<file path="src/rtl/io_write_port_bank_pkg.sv">
// Shared definitions for the I/O write-port bank: Empty/Full encodings that the
// write-side I/O check agrees on, and the default port address map.
package io_write_port_bank_pkg;

  localparam int DEF_WORD_WIDTH      = 36;
  localparam int DEF_ADDR_WIDTH      = 10;
  localparam int DEF_PORT_COUNT      = 8;
  localparam int DEF_PORT_BASE_ADDR  = 0;
  localparam int DEF_PORT_ADDR_WIDTH = 3;
  localparam int DEF_DEPTH           = 2;

  // A write port reports WRITE_READY (0) while it can take a store.
  typedef enum logic {
    WRITE_READY = 1'b0,
    READ_READY  = 1'b1
  } ef_t;

endpackage

</file>
<file path="src/rtl/io_write_port_fifo.sv">
// One write-port FIFO: register-array storage, registered valid/full flags,
// and pass-through acceptance when full and draining in the same cycle.
module io_write_port_fifo #(
  parameter int WORD_WIDTH = 36,
  parameter int DEPTH      = 2
) (
  input  logic                  clock,
  input  logic                  reset_n,
  input  logic                  push,
  input  logic [WORD_WIDTH-1:0] data,
  input  logic                  ready,
  output logic                  accepted,
  output logic                  valid,
  output logic                  full,
  output logic [WORD_WIDTH-1:0] head
);

  localparam int PTR_WIDTH = $clog2(DEPTH);
  localparam int CNT_WIDTH = PTR_WIDTH + 1;
  localparam logic [CNT_WIDTH-1:0] FULL_COUNT = CNT_WIDTH'(DEPTH);

  logic [WORD_WIDTH-1:0] mem [DEPTH];
  logic [PTR_WIDTH-1:0]  head_ptr;
  logic [PTR_WIDTH-1:0]  tail_ptr;
  logic [CNT_WIDTH-1:0]  count;
  logic [CNT_WIDTH-1:0]  count_next;
  logic                  pop;

  assign pop        = valid && ready;
  assign accepted   = push && ((count != FULL_COUNT) || pop);
  assign count_next = count + CNT_WIDTH'(accepted) - CNT_WIDTH'(pop);

  // NOTE: sequential state uses non-blocking assignments so every flop samples
  // pre-edge values regardless of statement order.
  always_ff @(posedge clock or negedge reset_n) begin
    if (!reset_n) begin
      head_ptr <= '0;
      tail_ptr <= '0;
      count    <= '0;
      valid    <= 1'b0;
      full     <= 1'b0;
    end else begin
      if (accepted) tail_ptr <= tail_ptr + PTR_WIDTH'(1);
      if (pop)      head_ptr <= head_ptr + PTR_WIDTH'(1);
      count <= count_next;
      valid <= (count_next != '0);
      full  <= (count_next == FULL_COUNT);
    end
  end

  // NOTE: storage has no reset; a cleared count makes stale words unreachable,
  // and the head output is forced to zero whenever the FIFO is empty.
  always_ff @(posedge clock) begin
    if (accepted) mem[tail_ptr] <= data;
  end

  assign head = valid ? mem[head_ptr] : '0;

endmodule

</file>
<file path="src/rtl/io_write_port_bank.sv">
// Write-port bank: decodes CPU stores onto PORT_COUNT FIFOs, publishes their
// Full bits for store predication, and records sticky overflow per port.
module io_write_port_bank
  import io_write_port_bank_pkg::*;
#(
  parameter int WORD_WIDTH      = DEF_WORD_WIDTH,
  parameter int ADDR_WIDTH      = DEF_ADDR_WIDTH,
  parameter int PORT_COUNT      = DEF_PORT_COUNT,
  parameter int PORT_BASE_ADDR  = DEF_PORT_BASE_ADDR,
  parameter int PORT_ADDR_WIDTH = DEF_PORT_ADDR_WIDTH,
  parameter int DEPTH           = DEF_DEPTH
) (
  input  logic                             clock,
  input  logic                             reset_n,
  input  logic                             wren,
  input  logic [ADDR_WIDTH-1:0]            addr,
  input  logic [WORD_WIDTH-1:0]            data,
  output logic [PORT_COUNT-1:0]            port_EF,
  output logic [PORT_COUNT*WORD_WIDTH-1:0] out_data,
  output logic [PORT_COUNT-1:0]            out_valid,
  input  logic [PORT_COUNT-1:0]            out_ready,
  output logic [PORT_COUNT-1:0]            overflow
);

  logic [ADDR_WIDTH:0]          offset;
  logic                         hit;
  logic [PORT_ADDR_WIDTH-1:0]   idx;
  logic [PORT_COUNT-1:0]        push;
  logic [PORT_COUNT-1:0]        accepted;

  // The extra top bit is the borrow: set when addr lies below the base.
  assign offset = {1'b0, addr} - (ADDR_WIDTH+1)'(PORT_BASE_ADDR);
  assign hit    = wren && !offset[ADDR_WIDTH]
                  && (offset[ADDR_WIDTH-1:0] < ADDR_WIDTH'(PORT_COUNT));
  assign idx    = offset[PORT_ADDR_WIDTH-1:0];

  // NOTE: push gets a default before the conditional write, so no latch.
  always_comb begin
    push = '0;
    if (hit) push[idx] = 1'b1;
  end

  for (genvar i = 0; i < PORT_COUNT; i++) begin : g_port
    logic full;

    io_write_port_fifo #(
      .WORD_WIDTH (WORD_WIDTH),
      .DEPTH      (DEPTH)
    ) u_fifo (
      .clock    (clock),
      .reset_n  (reset_n),
      .push     (push[i]),
      .data     (data),
      .ready    (out_ready[i]),
      .accepted (accepted[i]),
      .valid    (out_valid[i]),
      .full     (full),
      .head     (out_data[i*WORD_WIDTH +: WORD_WIDTH])
    );

    assign port_EF[i] = full ? READ_READY : WRITE_READY;
  end

  always_ff @(posedge clock or negedge reset_n) begin
    if (!reset_n) overflow <= '0;
    else          overflow <= overflow | (push & ~accepted);
  end

endmodule
</file>
<file path="config.mk">
export PLATFORM = sky130hd
export DESIGN_NAME = io_write_port_bank
export DESIGN_NICKNAME = d
export VERILOG_FILES = /design/src/rtl/io_write_port_bank_pkg.sv /design/src/rtl/io_write_port_fifo.sv /design/src/rtl/io_write_port_bank.sv
export SDC_FILE = /design/constraint.sdc
export NUM_CORES = 1
export LEC_CHECK = 0
export CAP_MARGIN = 10
export CORE_UTILIZATION = 49
export CTS_BUF_LIST = sky130_fd_sc_hd__clkbuf_4 sky130_fd_sc_hd__clkbuf_8 sky130_fd_sc_hd__clkbuf_16
export DETAILED_ROUTE_END_ITERATION = 8
export GPL_TIMING_DRIVEN = 0
export PLACE_DENSITY = 0.73
export SYNTH_ARGS = -nofsm -noshare
export SYNTH_HDL_FRONTEND = slang
export SYNTH_SLANG_ARGS = --single-unit
</file>
<file path="constraint.sdc">
create_clock -name clock -period 2.99 [get_ports clock]
set_clock_uncertainty 0.15 [all_clocks]
set_input_delay 0.4485 -clock clock [delete_from_list [all_inputs] [get_ports clock]]
set_output_delay 0.4485 -clock clock [all_outputs]
set_load 0.02 [all_outputs]
</file>
-- Word level (Yosys, flattened, before mapping)
Memory sizes are Yosys's and may differ from the RTL's.
Cells that the tools add are included.
- memories: 8
- register bits after elaboration: 56
- output and inout bits: 312
- bits of input ports: 57
- word-level logic and storage cells: 172
- bits in writable memories: 576
- reduce and logical (&&, ||, !) cells: 34
- muxes and demuxes: 35
- bitwise logic cells: 3
- equality and inequality tests: 16
- $add $sub $neg: 32
- order comparisons: 3
- memories (name ; depth ; width ; read ports ; clocked after Yosys merged registers in ; write ports ; line ; text):
    g_port[0].u_fifo.mem ; 2 ; 36 ; 1 ; 0 ; 1 ; io_write_port_fifo.sv:22 ; logic [WORD_WIDTH-1:0] mem [DEPTH];
    g_port[1].u_fifo.mem ; 2 ; 36 ; 1 ; 0 ; 1 ; io_write_port_fifo.sv:22 ;
    g_port[2].u_fifo.mem ; 2 ; 36 ; 1 ; 0 ; 1 ; io_write_port_fifo.sv:22 ;
    g_port[3].u_fifo.mem ; 2 ; 36 ; 1 ; 0 ; 1 ; io_write_port_fifo.sv:22 ;
    g_port[4].u_fifo.mem ; 2 ; 36 ; 1 ; 0 ; 1 ; io_write_port_fifo.sv:22 ;
    g_port[5].u_fifo.mem ; 2 ; 36 ; 1 ; 0 ; 1 ; io_write_port_fifo.sv:22 ;
    2 more memories ; n/a ; n/a ; n/a ; n/a ; n/a ; n/a ;
- operators by type and width (kind ; count):
    two-way mux 36 bit ; 8
    two-way mux 1 bit ; 25
    logical AND 1 bit ; 18
    adder 1 bit (second input constant) ; 16
    adder 2 x 1 -> 2 bit ; 8
    equality test 2 bit (second input constant) ; 8
    != test 2 bit (second input constant) ; 8
    nonzero test 2 bit ; 8
    subtractor 2 x 1 -> 2 bit ; 8
    less-than comparator 10 x 4 -> 1 bit (second input constant) ; 1
    bitwise AND 8 bit ; 1
    logical OR 1 bit ; 8
    two-way mux 8 bit ; 1
    NOT 8 bit ; 1
    bitwise OR 8 bit ; 1
    less-than comparator 3 x 4 -> 1 bit (second input constant) ; 1
    demux 1 bit (select 3 bit) ; 1
    greater-or-equal comparator 3 x 1 -> 1 bit (second input constant) ; 1

-- Logic depth before layout (Yosys ltp)
Gate-level depths: netlist of run 1.
- depth in word-level cells: 9
- depth in mapped cells: 9
- depth with buffers taken out: 8

-- Hierarchy
From an unflattened synthesis of run 1, not the netlist that was laid out.
- cell total of the unflattened synthesis: 1491
- area, all modules: 25703.4 um^2
- modules (own cells, without submodules) (module ; seq. area each (um^2) ; area an instance (um^2) ; cells an instance ; instances):
    io_write_port_fifo (g_port[0].u_fifo ...) ; 2312.2 ; 3144.3 ; 179 ; 7
    io_write_port_fifo (g_port[7].u_fifo) ; 2312.2 ; 3128.0 ; 178 ; 1
    io_write_port_bank ; 200.2 ; 565.5 ; 60 ; 1

-- Least setup slack after synthesis of run 1
OpenSTA, ideal clock, no wires.
- kind: input to register
- start point: input port addr[4]
- end point: memory g_port[6].u_fifo.mem[0][0] (enable)
- library setup time: 429 ps
- required time: 2411 ps
- arrival: 2814 ps
- path buffers: 1
- stages: 5
- setup slack: -403 ps
- cells stage by stage: nor4b_4 -> buf_6 -> and4bb_4 -> nand2_2 -> nor2_1
- longest elaborated chain between the ends: 6
- ends and longest elaborated chain (what ; line ; text):
    from (decl) ; io_write_port_bank.sv:16 ; input logic [ADDR_WIDTH-1:0] addr,
    less-than comparator 10 x 4 -> 1 bit ; io_write_port_bank.sv:34 ; && (offset[ADDR_WIDTH-1:0] < ADDR_WIDTH'(PORT_COUNT));
    logical AND 1 bit ; io_write_port_bank.sv:34 ;
    two-way mux 8 bit ; io_write_port_bank.sv:40 ; if (hit) push[idx] = 1'b1;
    logical AND 1 bit ; io_write_port_fifo.sv:30 ; assign accepted = push && ((count != FULL_COUNT) || pop);
    two-way mux 1 bit ; io_write_port_fifo.sv:54 ; if (accepted) mem[tail_ptr] <= data;
    two-way mux 1 bit (not written as such) ; io_write_port_fifo.sv:54 ;
    to (decl) ; io_write_port_fifo.sv:22 ;
No other way between the ends.

-- Worst setup path after layout of run 1
- start point: register g_port[5].u_fifo.valid
- end point: output port out_data[215]
- longest elaborated chain between the ends: 1
- ends and longest elaborated chain (what ; line ; text):
    from (decl) ; io_write_port_fifo.sv:13 ; output logic valid,
    from (signal assigned) ; io_write_port_fifo.sv:46 ; valid <= (count_next != '0);
    two-way mux 36 bit ; io_write_port_fifo.sv:57 ; assign head = valid ? mem[head_ptr] : '0;
    to (decl) ; io_write_port_bank.sv:19 ; output logic [PORT_COUNT*WORD_WIDTH-1:0] out_data,
No other way between the ends.

==> results.md, run 1 <==
Cells and area:
- Of the cells placed in the final design, the portion with a size suffix greater than 1 is 0.131.
- The layout overhead on the synthesized area is 28.8%.
- The utilization after layout is 0.641.
- The layout has 3602 filler cells.
- The repair_antennas step left the layout with diodes totalling 0.
- The net count of the finished layout is 1960.

Floorplanning:
- The die outline width is 228 um.
- In this run the core area contains 82 standard-cell rows.
- The area enclosed by the die boundary is 52000 um2.
- The initial utilization of the core area, before any placement, comes to 0.498.
- The die is 228 um tall.
- The I/O pin total is 369.
- The core footprint is 50300 um2.

Critical path:
- The critical path runs through a total of 3 cells.
- Traced cell by cell, the critical path runs through buf_8, nor2b_1, clkdlybuf4s50_1.
- The number of buffers and inverters on the critical path is 2.
- The cell type of the slowest stage on the worst timing path is clkdlybuf4s50_1.
- STA classifies the critical path endpoint as an output pin.
- The largest stage delay on the critical path is 0.67 ns.
- The critical path class is flop to output pin.
- The number of cells on the worst reg-to-reg path is 6.
- The cell family contributing the most delay on the critical path is buffers and inverters.
- For the worst setup path, the data arrival time is 2.35 ns.
- Data on the critical path is required at its endpoint by 2.39 ns.
- The kind of start point of the critical path is a flop.
- The maximum fanout count along the critical path is 17.

Pwr:
- Of the total power, the share spent switching nets is 0.334.
- In this run the static leakage power is 12.3 nW.
- The sequential power share is 0.351.
- Of the total power, the clock network draws 0.253.
- The switching power of the nets is 0.00969 W.
- The worst supply voltage drop on vdd is 0.668 mV.
- Internal power comes to 0.0194 W.
- Of the total power, combinational logic draws 0.396.
- For this design the ratio of total power to cell area is 900 nW/um2.

Route:
- The DRC violation count after routing is 0.
- The number of search-and-repair iterations in the first detailed-routing pass is 5.
- The number of vias per cell is 5.25.
- After detailed routing, the total wire length is 62700 um.
- The first routing iteration left 982 violations.
- The average routed wire per standard cell is 24.0 um.
- Once detail routing completed, the nets flagged for antenna violations numbered 0.
- Summing over every cut layer, the via total after detailed routing is 13700.

GRT:
- The number of global-route vias before repair was 13900.
- The first global-routing pass estimated 90300 um of wire.
- In the global route stage, overall resource usage came out at 0.239.
- The total congestion overflow after global routing is 0.
- Entering global routing, the biggest net connects 35 pins.
- The number of antenna violations at the first check in global routing is 1.

Timing:
- In this run the tightest slew margin relative to its limit is 0.449.
- Setup violations remaining at the end of the flow were counted as 0.
- The final number of max-transition violations is 0.
- The final count of hold timing violations was 0.
- After layout, the worst setup slack is 0.0370 ns.
- The ratio of final minimum period to clock period is 0.988.
- The worst hold-check slack is 0.0855 ns.
- The smallest clock period supported by the final layout is computed as 2.95 ns.
- The total negative slack is 0 ns.
- Setup repair after global routing left no endpoint under its margin.
- Timing would allow up to 0.339 GHz.
- At the pin with the least slew margin, the transition time is 0.826 ns.

Placed design:
- The pre-CTS worst setup slack is -0.273 ns.
- Buffers placed on the I/O ports in this run total 365.
- Detailed placement finished with a half-perimeter wire length of 42500 um.
- Routability-driven placement finished with a final weighted congestion of 0.780.

Yosys:
- The Yosys step of the flow raised 0 warnings.
- Among all flip-flop cells after synthesis, the most frequent one is edfxtp_1.
- The number of standard cells after synthesis is 1452.
- Synthesis instantiated 46 different standard cells from the library.
- The async set-reset flop share out of synthesis is 0.0886.
- The post-synthesis sequential area ratio is 0.747.
- The number of flip-flops and latches in the synthesized netlist is 632.
- The fraction of synthesized cell area taken by the top area cell type is 0.691.
- The library cell occupying the most area in the post-synthesis netlist is edfxtp_1.
- The number of nets produced by synthesis is 1517.
- The synthesized design contains 576 enable-type register cells.
- Summing every instance area after synthesis gives 25000 um2.
- The synthesized area divided by synthesized cell count is 17.2 um2.
- Ranked by total cell area, the synthesized netlist is headed by edfxtp_1, mux2i_1, nor2b_1, dfrtp_1, xnor2_1.

Min path:
- The worst min-delay path class is input port to flop.
- The worst hold path was traced through 3 stages.

Clock network:
- CTS placed an instance of clkbuf_16 at the clock tree root.
- The clock tree buffer depth is 3.
- The depth of the CTS H-tree is 2.
- TritonCTS built the clock tree.
- In this run, CTS created clock tree buffers numbering 61.
- The clock-pin slew on the worst setup and hold paths is 0.06 ns.
- The number of sinks on the clock net is 632.
- The clock latency at the later pin of the worst-skew pair is 0.62 ns.

Run status:
- The flow ran to the end, and the final reports show no timing, DRC or antenna violations.

Job:
- Across the run, the number of max-cap violations was 0.
[layout make-up]
class	instances	area, um2	area share
repair buffers	386	4090	0.127
flip-flops and latches	632	18700	0.580
well taps	672	841	0.0261
multi-input cells	721	5970	0.185
inverters	12	45.0	0.00140
plain buffers	81	678	0.0210
clock inverters	24	183	0.00566
clock buffers	87	1730	0.0536
[final timing paths]
kind,from,to,slack (ns)
max in group asynchronous,reset_n,g_port[2].u_fifo.head_ptr,1.77
hold / removal,addr[0],overflow[1],0.09
min in group asynchronous,reset_n,g_port[6].u_fifo.count[0],0.32
setup / recovery,g_port[5].u_fifo.valid,out_data[215],0.04
hold reg to reg,overflow[5],overflow[5],0.34
setup reg to reg,g_port[5].u_fifo.valid,g_port[5].u_fifo.mem[1][16],0.25
[power groups by stage]
stage          clock network, W  logic [W]  registers, W
3_5_place_dp                  0     0.0116        0.0102
6_report                0.00734     0.0115        0.0102
2_1_floorplan                 0    0.00647        0.0102
5_1_grt                 0.00780     0.0121        0.0102
3_3_place_gp                  0     0.0115        0.0102
4_1_cts                 0.00746     0.0116        0.0102
[metal layers]
layer,vias to the layer above,GRT usage,routed length [um]
met5,-,0,14
met3,90,0.0516,3900
met2,473,0.391,30400
met1,6973,0.323,26700
met4,2,0.0719,1670
li1,6197,-,-
[cells by family after synthesis]
logic type / count (synthesis) / share of synthesized area
adders and majority gates: 8 / 0.00400
DFF: 632 / 0.747
xor gates and xnor gates: 32 / 0.0121
and+or+nand+nor: 370 / 0.0929
AOI/OAI and AO/OA: 22 / 0.00810
muxes: 289 / 0.116
buffers and inverters: 99 / 0.0205
[sequential cells by signal (all words and copies together) (netlist names)]
signal / cells
g_port.u_fifo.full: 8
g_port.u_fifo.head_ptr: 8
g_port.u_fifo.valid: 8
g_port.u_fifo.tail_ptr: 8
g_port.u_fifo.mem: 576
overflow: 8
g_port.u_fifo.count: 16
[metrics by stage]
stage	power [W]	cell area, um2	instances
4_1_cts	0.0293	32100	2613
5_1_grt	0.0301	32200	2615
6_report	0.0290	32200	2615
2_1_floorplan	0.0167	25100	1452
3_5_place_dp	0.0218	30000	2507
3_3_place_gp	0.0217	29600	2489
[cells in the mapped netlist (6+ instances only)]
cell,instances
edfxtp_1,576
mux2i_1,289
nor2b_1,288
dfrtp_1,56
buf_2,38
clkbuf_1,29
xnor2_1,24
nor2_1,18
buf_4,16
nand2_1,16
inv_1,12
o21bai_1,9
ha_1,8
nand3b_1,8
nand2b_1,6
nand3_1,6
[worst min-delay path: cells and delay by family]
family                 cells  cell delay, ns
buffers and inverters      1            0.17
AO/OA/AOI/OAI              1            0.08
AND/OR/NAND/NOR            1            0.11
[placed cells by master, fill, tap and decap left out, types with 7 or more instances in the layout]
master | netlist | layout
ha_1 | 8 | 8
dlygate4sd2_1 | 0 | 64
nand2_1 | 16 | 16
clkbuf_16 | 0 | 61
buf_4 | 16 | 25
xnor2_1 | 24 | 24
buf_6 | 3 | 28
clkbuf_4 | 0 | 25
buf_2 | 38 | 7
buf_12 | 0 | 14
nor2_4 | 0 | 12
nand3b_1 | 8 | 8
clkdlybuf4s50_1 | 0 | 254
dfrtp_1 | 56 | 51
mux2i_1 | 289 | 282
o21bai_1 | 9 | 9
clkbuf_2 | 0 | 20
nor2b_1 | 288 | 287
edfxtp_1 | 576 | 576
clkinv_2 | 0 | 10
dlymetal6s2s_1 | 0 | 46
inv_1 | 12 | 12
[repair_timing]
action,CTS,global route
setup buffers,0,2
resized for setup,161,65
hold buffers,1,0
hold endpoints to repair,33,0
setup endpoints to repair,454,81
(Power assumes the default switching activity.)
==> run 2, diff against run 1 <==
--- a/config.mk
+++ b/config.mk
@@ -5,6 +5,7 @@
 export SDC_FILE = /design/constraint.sdc
 export NUM_CORES = 1
 export LEC_CHECK = 0
+export ABC_AREA = 1
 export CAP_MARGIN = 10
 export CORE_UTILIZATION = 49
 export CTS_BUF_LIST = sky130_fd_sc_hd__clkbuf_4 sky130_fd_sc_hd__clkbuf_8 sky130_fd_sc_hd__clkbuf_16
==> run 2 against run 1 <==
Total power increased by 4.7%. Non-clock buffer count grew 12. Final area down 4.1%. Sequential share of layout area increased by 2.5 points. Area after synthesis is 3.7% lower. First-iteration DRC count rose by 43%. Core utilization rose by 0.12 points. Register-to-register slack better by 0.25 ns. Clock power is 5.6% higher. Routed wire length rose by 6.6%. Critical path type unchanged. Highest routed layer is now met4.
==> results.md, run 2 <==
Yosys:
- The number of flip-flops and latches in the synthesized netlist is 632 (unchanged).
- The number of enable-type register cells in the synthesized netlist is 576 (unchanged).
- The largest total area in the synthesized netlist belongs to edfxtp_1.
- The number of nets produced by synthesis came to 1897 (+25%).
- The synthesized area divided by synthesized cell count is 13.2 um2 (-24%).
- Ranked by total cell area, the synthesized netlist is headed by edfxtp_1, nor2_1, o21ai_0, dfrtp_1, nand2_1.
- The post-synthesis sequential area ratio is 0.776 (+0.0290).
- The warning count from the yosys run is 0 (unchanged).
- The fraction of synthesized cell area taken by the top area cell type came to 0.718 (+0.0268).
- The area of the mapped netlist came to 24100 um2 (-3.7%).
- The leading cell type by number of instances after synthesis is nor2_1.
- The number of standard cells after synthesis is 1832 (+26%).
- For this run, the leading register cell type out of synthesis is edfxtp_1.
- The count of unique library cells instantiated by Yosys is 28 (-39%).
- The async set-reset flop share out of synthesis came to 0.0886 (unchanged).
- The commonest cells after synthesis are nor2_1, edfxtp_1, o21ai_0, nand2_1, clkbuf_1.

Pwr:
- The power density over the cells was 983 nW/um2 (+9.2%).
- The internal power contribution is 0.0187 W (-3.2%).
- The switching portion of total power is 0.384 (+0.0505).
- The worst supply voltage drop on vdd is 0.558 mV (-16%).
- The sequential power share is 0.344 (-0.007).
- The portion of total power attributed to the clock network is 0.255 (+0.002).
- The combinational share of power is 0.401 (+0.005).
- The leakage power of the design is 11.8 nW (-3.7%).
- The switching power of the nets is 0.0117 W (+21%).

Clock network:
- The clock tree buffer depth is 3 (unchanged).
- The number of sinks on the clock net was 632 (unchanged).
- The depth of the CTS H-tree came to 3 (+1).
- The number of CTS-inserted buffers is 66 (+8.2%).
- The clock tree from TritonCTS is yes.
- The clock root buffer is clkbuf_16.
- The clock latency at the later pin of the worst-skew pair was 0.58 ns (-0.04 ns).
- The clock-pin slew on the worst setup and hold paths is 0.06 ns (about the same).

Cells and area:
- The fraction of layout cells with a size suffix above 1 is 0.115 (-0.0159).
- The count of nets after finishing is 2337 (+19%).
- The utilization after layout was 0.643 (+0.00121).
- The most common cell after layout, fill and taps aside is nor2_1.
- The largest registers in the layout are g_port.u_fifo.mem x576, g_port.u_fifo.count x16.
- The post-route non-filler standard cell count is 2973 (+14%).
- The total area of sequential cells is 18700 um2 (+0.10%).
- The register with the most flip-flops in the final layout is g_port.u_fifo.mem.
- In the layout the commonest cells are nor2_1, edfxtp_1, o21ai_0.
- The final instance area is 30900 um2 (-4.1%).
- Compared with the post-synthesis result, the final layout area differs by 28.4%.
- The flip-flop count of the largest register, all copies and words added is 576 (unchanged).
- The combined area of the multi-input logic cells is 4780 um2 (-20%).
- The number of diodes came to 0 (unchanged).
- The number of fill cells is 3579 (-0.64%).

Floorplanning:
- The initial core utilization is 0.501 (+0.00256).
- The I/O pin total came to 369 (unchanged).
- The die outline width came to 224 um (-1.9%).
- The area enclosed by the die boundary is 50100 um2 (-3.7%).
- The core footprint is 48100 um2 (-4.2%).
- The number of placement rows came to 80 (-2.4%).
- The die span in y is 224 um (-1.9%).

Route:
- The antenna violation net count after detailed routing came to 0 (unchanged).
- The number of vias per cell was 5.41 (+3.0%).
- The number of search-and-repair iterations in the first detailed-routing pass is 5 (unchanged).
- The initial detailed-routing violation count is 1405 (+43%).
- The DRC violation count after routing came to 0 (unchanged).
- The total routed wirelength is 66800 um (+6.6%).
- The total via count after detailed routing was 16100 (+17%).
- The average routed wire per standard cell is 22.5 um (-6.3%).

Timing:
- The post-layout minimum cycle time is 2.93 ns (-0.0183 ns).
- The max-slew headroom at the worst pin is 0.366 (-0.0839).
- The ratio of final minimum period to clock period is 0.982 (-0.00613).
- The final count of hold timing violations is 0 (unchanged).
- The final critical-path setup slack is 0.0553 ns (+0.0183 ns).
- The count of endpoints failing setup in the final report was 0 (unchanged).
- The transition time of the tightest slew-check pin came to 0.952 ns (+0.126 ns).
- Setup repair after global routing left no endpoint under its margin.
- The maximum clock frequency is 0.341 GHz (+0.62%).
- The final number of max-transition violations came to 0 (unchanged).

Placed design:
- The count of placed standard cells including taps is 2867 (+14%).
- The pre-CTS worst setup slack came to -0.234 ns (+0.0391 ns).
- The weighted congestion at the end of routability-driven global placement came to 0.840 (+7.6%).
- The detailed placer's ending HPWL is 43300 um (+1.8%).
- The count of input and output buffers came to 368 (+0.82%).
- The area after detailed placement was 28900 um2 (-3.7%).

Critical path:
- The required arrival time at the worst endpoint is 2.39 ns (about the same).
- STA classifies the critical path startpoint as a flop.
- The maximum fanout count along the critical path is 10 (-7).
- The buffer and inverter count on the worst path is 3 (+1).
- The sort of element at the end of the critical path is an output pin.
- The startpoint identified for the worst register-to-register timing path is g_port[4].u_fifo.valid.
- The largest stage delay on the critical path is 0.61 ns (-0.06 ns).
- The number of cells traversed by the worst register-to-register path came to 6 (unchanged).
- On the critical path, the stage with the largest delay is an instance of clkdlybuf4s50_1.
- The category of cells accounting for the largest share of critical-path delay is buffers and inverters.
- The critical path in this run is classified as flop to output pin.
- The cell repeated most along the worst path is nor2_1.
- The data arrival time of the critical path is 2.34 ns (about the same).
- The slack of the worst reg-to-reg path is 0.50 ns (+0.25 ns).
- The endpoint identified for the worst register-to-register timing path is g_port[4].u_fifo.mem[1][10].
- The signal on the critical path passes through inv_6, buf_4, nor2_1, nor2_1, clkdlybuf4s50_1.

Min path:
- In this run the worst hold path is classified as input port to async pin.

GRT:
- The total routing resource utilization after global routing was 0.265 (+0.0260).
- The total congestion overflow after global routing is 0 (unchanged).
- The number of antenna violations at the first check in global routing came to 2 (+1).
- The first-pass GRT wire length was 95900 um (+6.3%).
- The largest net degree at the start of global routing is 37 (+5.7%).
- The number of global-route vias before repair is 15600 (+13%).

Job:
- The number of max-cap violations is 0 (unchanged).

Run status:
- The run finished with clean final reports.
==> run 2: what timing repair did <==
item	CTS	global route
hold buffers	1	0
gates resized for setup	311	39
endpoints found under the setup margin	324	38
endpoints found under the hold margin	24	0
setup buffers	0	5
==> run 2: layout make-up <==
cell class | count | share of cell area
flip-flops and latches | 632 | 0.605
multi-input cells | 1043 | 0.155
repair buffers | 385 | 0.122
clock buffers | 83 | 0.0592
well taps | 656 | 0.0265
plain buffers | 94 | 0.0184
inverters | 50 | 0.00744
clock inverters | 30 | 0.00643
==> run 2: cells by family after synthesis <==
kind of cell | Yosys count | synth area share
buffers and inverters | 157 | 0.0282
and+or+nand+nor | 715 | 0.122
DFF | 632 | 0.776
AOI/OAI and AO/OA | 304 | 0.0641
adders and majority gates | 8 | 0.00415
xor gates and xnor gates | 16 | 0.00582
==> run 2: power by group through the flow <==
stage	combinational (W)	sequential [W]	clock, W
global route	0.0131	0.0105	0.00812
CTS	0.0122	0.0105	0.00782
global placement	0.0132	0.0102	0
floorplan	0.00681	0.0102	0
finish	0.0122	0.0105	0.00775
detailed placement	0.0134	0.0102	0
==> run 2: through the flow <==
stage / total power [W] / hold WS [ns] / TNS, ns
2_1_floorplan: 0.0170 / 0.00291 / 0
4_1_cts: 0.0305 / 0.257 / 0
3_3_place_gp: 0.0234 / 0.303 / -527.49
3_5_place_dp: 0.0236 / 0.308 / -70.57
6_report: 0.0304 / 0.271 / 0
5_1_grt: 0.0317 / 0.326 / 0
==> run 2: routing by layer <==
metal  vias to the layer above  routed length [um]  global-route usage
met5                         -                   0                   0
li1                       7287                   -                   -
met4                         0                2170              0.0992
met1                      7977               25400               0.333
met2                       712               33800               0.457
met3                       112                5320              0.0518
==> run 2: worst reg2reg max path, stage by stage, from the launching register on <==
cell and delay, ns:
dfrtp_4 0.56, buf_6 0.22, nand2_1 0.17, nand3b_1 0.22
nand3_2 0.13, nor2_4 0.44, buf_12 0.27
==> run 2: how the worst max path moves through the flow <==
stage | start | to | slack [ns] | depth (start not counted)
after CTS | g_port[5].u_fifo.head_ptr | out_data[199] | 0.0003 | 5
after detailed placement | wren | g_port[7].u_fifo.mem[0][12] | -0.23 | 8
final | g_port[6].u_fifo.head_ptr | out_data[237] | 0.06 | 5
after floorplan | addr[8] | g_port[2].u_fifo.mem[1][0] | 0.27 | 8
after global placement | wren | g_port[4].u_fifo.mem[1][14] | -1.17 | 8
after global routing | g_port[0].u_fifo.head_ptr | out_data[5] | 0.002 | 5
==> run 3, diff against run 2 <==
--- a/config.mk
+++ b/config.mk
@@ -7,6 +7,7 @@
 export LEC_CHECK = 0
 export ABC_AREA = 1
 export CAP_MARGIN = 10
+export CORE_MARGIN = 5
 export CORE_UTILIZATION = 49
 export CTS_BUF_LIST = sky130_fd_sc_hd__clkbuf_4 sky130_fd_sc_hd__clkbuf_8 sky130_fd_sc_hd__clkbuf_16
 export DETAILED_ROUTE_END_ITERATION = 8
==> run 3 against run 2 <==
Routed wire length grew 0.36%. Flip-flop and latch count did not move. Clock power shrank 2%. Worst hold slack got worse by 0.029 ns. Global-route usage is 2.2 points lower. Combinational power barely moved. Via count is 1.7% lower. Maximum frequency is 0.89% lower. Worst setup slack worse by 0.026 ns. Sequential share of layout area up 0.21 points. Sequential power barely moved. Final area fell by 0.36%. Critical path type unchanged. Largest power group unchanged.
==> results.md, run 3 (same netlist as run 2, synthesis figures left out) <==
Placed design:
- The detailed placer's ending HPWL is 44500 um (+2.8%).
- The area after detailed placement came to 28900 um2 (about the same).
- The count of placed standard cells including taps came to 2875 (+0.28%).
- The count of input and output buffers was 368 (unchanged).
- The weighted congestion at the end of routability-driven global placement is 0.808 (-3.8%).

GRT:
- The number of global-route vias before repair is 15700 (+0.84%).
- The number of antenna violations at the first check in global routing is 2 (unchanged).
- The largest net degree at the start of global routing is 37 (unchanged).
- The global routing usage on met3 is 0.0514 (-0.000453).
- The total routing resource utilization after global routing is 0.243 (-0.0220).
- The layer flagged by global routing as most heavily used is met2.
- The total congestion overflow after global routing is 0 (unchanged).
- The first-pass GRT wire length is 96900 um (+1.1%).
- The global-route met1 utilization is 0.316 (-0.0167).
- The met2 track utilization from global routing is 0.411 (-0.0468).

Timing:
- The final count of hold timing violations is 0 (unchanged).
- The post-layout minimum cycle time was 2.96 ns (+0.0263 ns).
- Setup repair after global routing left no endpoint under its margin.
- The total negative slack was 0 ns (unchanged).
- The maximum clock frequency is 0.338 GHz (-0.89%).
- The ratio of final minimum period to clock period is 0.990 (+0.00881).
- The max-slew headroom at the worst pin is 0.350 (-0.0152).
- The final number of max-transition violations is 0 (unchanged).
- The count of endpoints failing setup in the final report is 0 (unchanged).
- The transition time of the tightest slew-check pin is 0.973 ns (+0.0214 ns).

Cells and area:
- The final instance area is 30800 um2 (-0.36%).
- The fraction of layout cells with a size suffix above 1 is 0.113 (-0.00226).
- The post-route non-filler standard cell count is 2985 (+0.40%).
- From synthesis to final layout, the design area changed by 27.9%.
- The library cell used most frequently in the layout, excluding fill and tap cells, is nor2_1.
- The largest registers in the layout are g_port.u_fifo.mem x576, g_port.u_fifo.count x16.
- Ranked by flip-flop count, first place goes to g_port.u_fifo.mem.
- The library cells used most frequently in the layout, excluding fill and tap cells, are nor2_1, edfxtp_1, o21ai_0.
- The count of nets after finishing was 2336 (-0.043%).
- The flip-flop count of the largest register, all copies and words added is 576 (unchanged).

Pwr:
- The worst supply voltage drop on vdd came to 0.669 mV (+20%).
- The leakage power of the design is 11.6 nW (-2.0%).
- The power density over the cells is 979 nW/um2 (-0.35%).

Critical path:
- The kind of start point of the critical path is a flop.
- The reg-to-reg critical path endpoint is g_port[5].u_fifo.mem[0][12].
- The beginning of the critical path is g_port[2].u_fifo.head_ptr.
- The number of cells traversed by the worst register-to-register path is 5 (-1).
- The data arrival time of the critical path is 2.36 ns (+0.02 ns).
- The termination of the worst setup path is out_data[73].
- The sort of element at the end of the critical path is an output pin.
- The required arrival time at the worst endpoint is 2.39 ns (about the same).
- The critical path class is flop to output pin.
- The slack of the worst reg-to-reg path is 0.58 ns (+0.08 ns).
- The worst flop-to-flop path startpoint is g_port[5].u_fifo.valid.
- The maximum fanout count along the critical path was 10 (unchanged).

Route:
- The antenna violation net count after detailed routing is 0 (unchanged).
- The number of search-and-repair iterations in the first detailed-routing pass is 5 (unchanged).
- The initial detailed-routing violation count is 1289 (-8.3%).
- The average routed wire per standard cell is 22.4 um (about the same).
- The total via count after detailed routing came to 15800 (-1.7%).
- The DRC violation count after routing is 0 (unchanged).
- The number of vias per cell came to 5.30 (-2.1%).
- The total routed wirelength is 67000 um (+0.36%).

Clock network:
- The number of sinks on the clock net was 632 (unchanged).
- The depth of the CTS H-tree is 2 (-1).
- TritonCTS built the clock tree.
- The clock-pin slew on the worst setup and hold paths is 0.06 ns (about the same).
- The clock latency at the later pin of the worst-skew pair was 0.62 ns (+0.04 ns).
- The clock tree buffer depth is 3 (unchanged).
- CTS placed an instance of clkbuf_16 at the clock tree root.
- The number of CTS-inserted buffers was 61 (-7.6%).

Floorplanning:
- The I/O pin total was 369 (unchanged).
- The die outline width was 232 um (+3.6%).
- The die span in y is 232 um (+3.6%).
- The area enclosed by the die boundary is 53700 um2 (+7.3%).
- The initial core utilization is 0.494 (-0.00618).
- The core footprint is 48700 um2 (+1.2%).
- The number of placement rows is 81 (+1.3%).

Run status:
- The flow ran to the end, and the final reports show no timing, DRC or antenna violations.

Min path:
- The worst min-delay path class is input port to async pin.

Job:
- The number of max-cap violations is 0 (unchanged).
run 3: cell types whose count changed in the layout (fill, tap and decap cells not counted), moves of 3 or more:
cell | before | now
clkinvlp_4 | 2 | 5
dlymetal6s2s_1 | 31 | 7
clkbuf_1 | 6 | 15
clkbuf_8 | 0 | 3
inv_6 | 9 | 6
clkdlybuf4s50_1 | 138 | 130
buf_4 | 38 | 35
clkbuf_16 | 69 | 63
clkbuf_2 | 40 | 30
buf_2 | 13 | 21
dlygate4sd2_1 | 197 | 229
run 3: where the power goes:
group          switching, W  internal [W]  total [W]
registers          0.000473       0.00995     0.0104
logic               0.00801       0.00416     0.0122
clock network       0.00322       0.00438    0.00760
run 3: worst min-delay path by stage:
stage               depth (start not counted)  slack (ns)                 startpoint                   endpoint
CTS                                         2        0.24                    reset_n      g_port[6].u_fifo.full
finish                                      2        0.24                    reset_n                overflow[1]
global placement                            2        0.30  g_port[5].u_fifo.tail_ptr  g_port[5].u_fifo.tail_ptr
detailed placement                          2        0.31  g_port[0].u_fifo.tail_ptr  g_port[0].u_fifo.tail_ptr
global route                                2        0.28                    reset_n      g_port[6].u_fifo.full
floorplan                                   0       0.003                    reset_n  g_port[0].u_fifo.count[0]
run 3: routing by layer:
layer  up-vias  share of wire  wire length, um
met5         -        0.00016               11
met4         2          0.035             2320
met3       117          0.081             5440
met2       682           0.49            33100
met1      7727           0.39            26100
li1       7286              -                -
run 3: area by class of cell:
cell class              count  area, um2
inverters                  50        241
repair buffers            387       3690
flip-flops and latches    632      18700
well taps                 664        831
fillers                  3636      17900
clock buffers              79       1720
plain buffers              96        557
clock inverters            32        277
diodes                      2       5.00
multi-input cells        1043       4780
run 3: through the flow:
stage                     hold WS [ns]  power (W)  setup WS, ns   util
after detailed placement         0.312     0.0237        -0.240  0.593
after global placement           0.303     0.0235         -1.15  0.587
after floorplan                0.00291     0.0170         0.271      -
after CTS                        0.239     0.0303       0.00109  0.631
final                            0.242     0.0302        0.0290  0.632
after global routing             0.284     0.0316      0.000428  0.632
run 3: what timing repair did:
item,CTS,global route
endpoints found under the hold margin,27,0
hold buffers,1,0
setup endpoints to repair,326,26
resized for setup,330,21
buffers inserted,3,4
run 3: worst max-delay path, cell delays in order, from the launching register on:
cell and delay (ns):
dfrtp_4 0.59, inv_6 0.18, nor2_1 0.07, nor2_1 0.23, clkdlybuf4s50_1 0.66
